## src/rtl/shift_seq_pkg.sv

```systemverilog
// Shared types and constants for the shift_seq sequential shifter.
package shift_seq_pkg;

  typedef enum logic [1:0] {
    IDLE  = 2'd0,
    SHIFT = 2'd1,
    DONE  = 2'd2
  } state_t;

  localparam int DEFAULT_WIDTH = 8;

  // Shift-amount width: ceil(log2(w)), at least 1.
  function automatic int shw_f(input int w);
    int r;
    r = 0;
    while ((1 << r) < w) begin
      r = r + 1;
    end
    if (r < 1) begin
      r = 1;
    end
    return r;
  endfunction

endpackage

```

## src/rtl/shift_seq_step.sv

```systemverilog
// One-position shift or rotate; rot_i feeds the bit that falls off back into the vacated slot.
module shift_seq_step
  import shift_seq_pkg::*;
#(
  parameter int WIDTH = DEFAULT_WIDTH
) (
  input  logic [WIDTH-1:0] data_i,
  input  logic             lr_i,
  input  logic             rot_i,
  output logic [WIDTH-1:0] data_o
);

  always_comb begin
    data_o = data_i;
    if (lr_i) begin
      data_o = {data_i[WIDTH-2:0], rot_i & data_i[WIDTH-1]};
    end else begin
      data_o = {rot_i & data_i[0], data_i[WIDTH-1:1]};
    end
  end

endmodule

```

## src/rtl/shift_seq.sv

```systemverilog
// Sequential shifter, one position per clock, with ready/done handshake.
// Defining SHIFT_SEQ_ROTATE_EN adds the rot input, which selects rotate instead of shift.
module shift_seq
  import shift_seq_pkg::*;
#(
  parameter  int WIDTH = DEFAULT_WIDTH,
  localparam int SHW   = shw_f(WIDTH)
) (
  input  logic             clk,
  input  logic             rst,
  input  logic             start,
  input  logic [WIDTH-1:0] In,
  input  logic [SHW-1:0]   n,
  input  logic             Lr,
`ifdef SHIFT_SEQ_ROTATE_EN
  input  logic             rot,
`endif
  output logic [WIDTH-1:0] out,
  output logic             ready,
  output logic             done
);

  state_t           state_q, state_d;
  logic [WIDTH-1:0] sreg_q, sreg_d;
  logic [WIDTH-1:0] out_q, out_d;
  logic [SHW-1:0]   cnt_q, cnt_d;
  logic             lr_q, lr_d;
  logic             rot_q, rot_d;
  logic             ready_q, ready_d;
  logic             done_q, done_d;
  logic             rot_s;
  logic [WIDTH-1:0] step_s;

`ifdef SHIFT_SEQ_ROTATE_EN
  assign rot_s = rot;
`else
  assign rot_s = 1'b0;
`endif

  shift_seq_step #(.WIDTH(WIDTH)) u_step (
    .data_i (sreg_q),
    .lr_i   (lr_q),
    .rot_i  (rot_q),
    .data_o (step_s)
  );

  always_ff @(posedge clk) begin
    if (rst) begin
      state_q <= IDLE;
      sreg_q  <= '0;
      out_q   <= '0;
      cnt_q   <= '0;
      lr_q    <= 1'b0;
      rot_q   <= 1'b0;
      ready_q <= 1'b1;
      done_q  <= 1'b0;
    end else begin
      state_q <= state_d;
      sreg_q  <= sreg_d;
      out_q   <= out_d;
      cnt_q   <= cnt_d;
      lr_q    <= lr_d;
      rot_q   <= rot_d;
      ready_q <= ready_d;
      done_q  <= done_d;
    end
  end

  // ready/done are computed from the next state so they come straight off flops.
  always_comb begin
    state_d = state_q;
    sreg_d  = sreg_q;
    out_d   = out_q;
    cnt_d   = cnt_q;
    lr_d    = lr_q;
    rot_d   = rot_q;
    ready_d = 1'b0;
    done_d  = 1'b0;
    case (state_q)
      IDLE, DONE: begin
        if (start) begin
          sreg_d  = In;
          cnt_d   = n;
          lr_d    = Lr;
          rot_d   = rot_s;
          state_d = SHIFT;
        end else begin
          state_d = IDLE;
          ready_d = 1'b1;
        end
      end
      SHIFT: begin
        if (cnt_q != '0) begin
          sreg_d = step_s;
          cnt_d  = cnt_q - SHW'(1);
        end else begin
          out_d   = sreg_q;
          state_d = DONE;
          ready_d = 1'b1;
          done_d  = 1'b1;
        end
      end
      default: begin
        state_d = IDLE;
        ready_d = 1'b1;
      end
    endcase
  end

  assign out   = out_q;
  assign ready = ready_q;
  assign done  = done_q;

endmodule

```

## config.mk

```make
export PLATFORM = sky130hd
export DESIGN_NAME = shift_seq
export DESIGN_NICKNAME = d
export VERILOG_FILES = /design/src/rtl/shift_seq_pkg.sv /design/src/rtl/shift_seq_step.sv /design/src/rtl/shift_seq.sv
export SDC_FILE = /design/constraint.sdc
export NUM_CORES = 1
export LEC_CHECK = 0
export CAP_MARGIN = 40
export CORE_ASPECT_RATIO = 1.25
export CORE_MARGIN = 1.5
export CORE_UTILIZATION = 35
export CTS_CLUSTER_SIZE = 40
export DETAILED_ROUTE_END_ITERATION = 7
export PLACE_DENSITY = 0.7
export SETUP_SLACK_MARGIN = 0.2
export SLEW_MARGIN = 20
export SYNTH_ARGS = -nofsm -noshare
export SYNTH_HDL_FRONTEND = slang
export SYNTH_SLANG_ARGS = --single-unit
```

## constraint.sdc

```tcl
create_clock -name clk -period 2.9 [get_ports clk]
set_input_delay 0.87 -clock clk [delete_from_list [all_inputs] [get_ports clk]]
set_output_delay 0.87 -clock clk [all_outputs]
set_load 0.01 [all_outputs]
```

==> metrics.md <==
| Metric | Value |
|---|---|
| Num Clock Sinks | `24` |
| Critical path arrival | `2.25 ns` |
| Port bufs | `24` |
| DR pass1 iterations | `4` |
| TritonCTS Buffers | `3` |
| Final Cycle Share | `72.06%` |
| WL/cell | `13.43 um` |
| Worst reg-to-reg path cell count | `6` |
| Critical Path End Type | `flip-flop` |
| Post-CTS sizing | `0` |
| CTS max path bufs | `2` |
| Worst R2R End | `sreg_q[7]$_SDFFE_PP0P_` |
| Slew @ Worst Pin | `0.5702 ns` |
| Hold path cells | `2` |
| Via count | `929` |
| Clock Skew | `0.002389 ns` |
| Post-synthesis net count | `137` |
| Synth cell types | `31` |
| Io pins | `25` |
| Share of layout cells above drive strength 1 | `9.353%` |
| Antenna viol nets, final | `0` |
| Final TNS setup | `0 ns` |
| Synth Area in Simple Gates | `22.93%` |
| HP Start | `cnt_q[1]$_SDFFE_PP0P_` |
| Crit path kind | `input port to flip-flop` |
| Hold Path End | `cnt_q[1]$_SDFFE_PP0P_` |
| Clock Pin Slew Worst Setup and Hold Paths | `0.08 ns` |
| Worst Setup Start Kind | `input port` |
| First-pass GRT wire length | `3684 um` |
| Slew Viols, Final | `0` |
| Buffer count from post-CTS setup fixing | `0` |
| # rows | `23` |
| Max Cap Viol | `0` |
| Die H | `66.98 um` |
| RSZ-0062 raised after global routing | `no` |
| Final hold vios | `0` |
| # nets final | `158` |
| Synth Instances | `120` |
| XOR/XNOR Fraction of Synth Area | `0.7642%` |
| Initial antenna violation count | `0` |
| Status | `completed` |
| Adder-Cell Fraction of Synth Area | `2.183%` |
| Register area share after synthesis | `41.92%` |
| Pwr/cell area | `509.5 nW/um^2` |
| Global route overflow | `0` |
| Largest family of logic cells by synthesized area | `simple AND/OR/NAND/NOR gates` |
| Hold WC Path Type | `flip-flop to flip-flop` |
| # diodes | `0` |
| Max transition margin | `61.87%` |
| Initial DRC Count | `21` |
| Flops & latches, synth | `24` |
| # setup viols final | `0` |
| Worst reg-to-reg setup slack | `1.07 ns` |
| CP required | `3.06 ns` |
| Avg Inst Size Synth | `9.551 um^2` |
| Tmin final | `2.090 ns` |
| Largest net degree at the start of global routing | `24` |
| Mux cell area share after synthesis | `12.88%` |
| Worst vdd ir | `0.0002568 V` |
| Dpl hpwl | `1715 um` |
| Via-to-Cell Ratio | `5.278` |
| Syn. warnings | `0` |
| Die width | `54.18 um` |
| Clk root buf | `clkbuf_8` |
| R2R Path Start | `cnt_q[0]$_SDFFE_PP0P_` |
| Vias in the first global route | `830` |
| Global-route usage over all layers | `13.75%` |
| Die area | `3629 um^2` |
| Fmax | `0.4785 GHz` |
| Compound-Gate Fraction of Synth Area | `13.21%` |
| Skew-Pair Late Insertion Delay | `0.26 ns` |
| Leak | `0.0005781 uW` |
| # DRC | `0` |
| Routed WL | `2363 um` |
| Mapped cell area | `1146 um^2` |
| CTS tree | `done` |
| Core Box Area | `3166 um^2` |
| Area grow syn2layout | `25.11%` |
| H-tree depth | `1` |
| Finished Core Util | `45.30%` |
| Crit-path max FO | `10` |
| Starting Density | `36.21%` |
| CTS Hold Bufs | `0` |
| Routability congestion estimate | `0.8360` |
==> metal layers <==
layer  track usage (%)  vias to the layer above  part of all wire [%]
li1                  -                      466                     -
met1             17.88                      432                    46
met2             21.54                       27                    48
met3             2.915                        4                   4.5
met4             5.625                        0                   1.0
met5                 0                        -                     0
==> logic make-up after synthesis <==
logic type,Yosys count
buf+inv,13
simple gates,43
xor+xnor,1
compound gates,23
mux,14
flops,24
fa+ha+maj,2
==> power by group <==
part,leakage (uW),total (uW),internal [uW],switching [uW]
clock,0.0000216,188,92.7,94.9
combinational,0.000360,160,86.2,73.5
sequential,0.000197,383,356,27.7
total,0.000578,731,534,196
==> worst max path at each step <==
| stage | startpoint | end |
|---|---|---|
| after floorplan | cnt_q[0]$_SDFFE_PP0P_ | sreg_q[7]$_SDFFE_PP0P_ |
| after global routing | start | sreg_q[7]$_SDFFE_PP0P_ |
| after CTS | start | sreg_q[7]$_SDFFE_PP0P_ |
| after detailed placement | start | sreg_q[7]$_SDFFE_PP0P_ |
| after global placement | start | sreg_q[7]$_SDFFE_PP0P_ |
| final | start | sreg_q[7]$_SDFFE_PP0P_ |
==> area by class of cell <==
class,instances,area (um^2)
inverters,4,15.01
repair buffers,25,255.2
multi-input cells,83,595.6
fillers,328,1732
clock buffers,3,41.29
well taps,37,46.29
flip-flops and latches,24,480.5
==> worst max-delay path: stages <==
cell and delay [ns]:
clkdlybuf4s50_1 0.55, nand2b_1 0.40, nand2_1 0.17, a311oi_1 0.27
==> per-stage QoR <==
stage | instance area, um^2 | power [uW] | setup WS (ns) | instances | hold WS (ns)
4_1_cts | 1419 | 737.3 | 0.8217 | 175 | 0.4737
6_report | 1434 | 730.6 | 0.8103 | 176 | 0.4728
2_1_floorplan | 1146 | 498.1 | 1.313 | 120 | 0.4437
3_3_place_gp | 1378 | 541.5 | 0.6566 | 172 | 0.4664
3_5_place_dp | 1378 | 547.3 | 0.5445 | 172 | 0.4619
5_1_grt | 1434 | 770.2 | 0.7041 | 176 | 0.5005
==> synthesized netlist by cell type (all sizes together) <==
master	n	area, um^2
a211oi	4	30.03
a21oi	11	66.32
a311oi	1	8.760
and2b	1	7.510
and3b	6	52.55
buf	6	42.54
clkbuf	3	12.51
dfxtp	24	480.5
ha	2	25.02
inv	4	15.01
mux2	6	67.56
mux2i	8	80.08
nand2	4	15.01
nand2b	1	6.260
nand3	8	40.04
nand3b	2	15.01
nor2	11	41.29
nor2b	2	12.51
nor3	3	20.02
nor3b	2	26.28
nor4bb	1	10.01
o221ai	1	8.760
o22ai	6	37.54
or2b	1	7.510
or3b	1	8.760
xnor2	1	8.760
==> placed cells by master (no fill, tap or decap) <==
| cell type | count |
|---|---|
| and3b_1 | 6 |
| nor3_2 | 1 |
| o221ai_1 | 1 |
| nor4bb_1 | 1 |
| a21oi_1 | 10 |
| and2b_1 | 1 |
| a311oi_1 | 1 |
| a21oi_4 | 1 |
| or3b_1 | 1 |
| nand3_1 | 8 |
| o22ai_1 | 6 |
| or2b_1 | 1 |
| clkbuf_8 | 3 |
| a211oi_1 | 4 |
| xnor2_1 | 1 |
| clkdlybuf4s50_1 | 24 |
| inv_1 | 4 |
| nand2_1 | 4 |
| mux2_2 | 6 |
| buf_8 | 1 |
| nand3b_1 | 2 |
| nand2b_1 | 1 |
| dfxtp_1 | 24 |
| nor3_1 | 2 |
| nor3b_1 | 1 |
| nor3b_4 | 1 |
| ha_1 | 2 |
| nor2_1 | 11 |
| mux2i_1 | 8 |
| nor2b_1 | 2 |
==> sequential cells by signal, indices dropped and copies added (netlist names) <==
| signal | count |
|---|---|
| out | 8 |
| sreg_q | 8 |
| cnt_q | 3 |
| state_q | 2 |
| done | 1 |
| lr_q | 1 |
| ready | 1 |
Power figures use the tool's default switching activity.
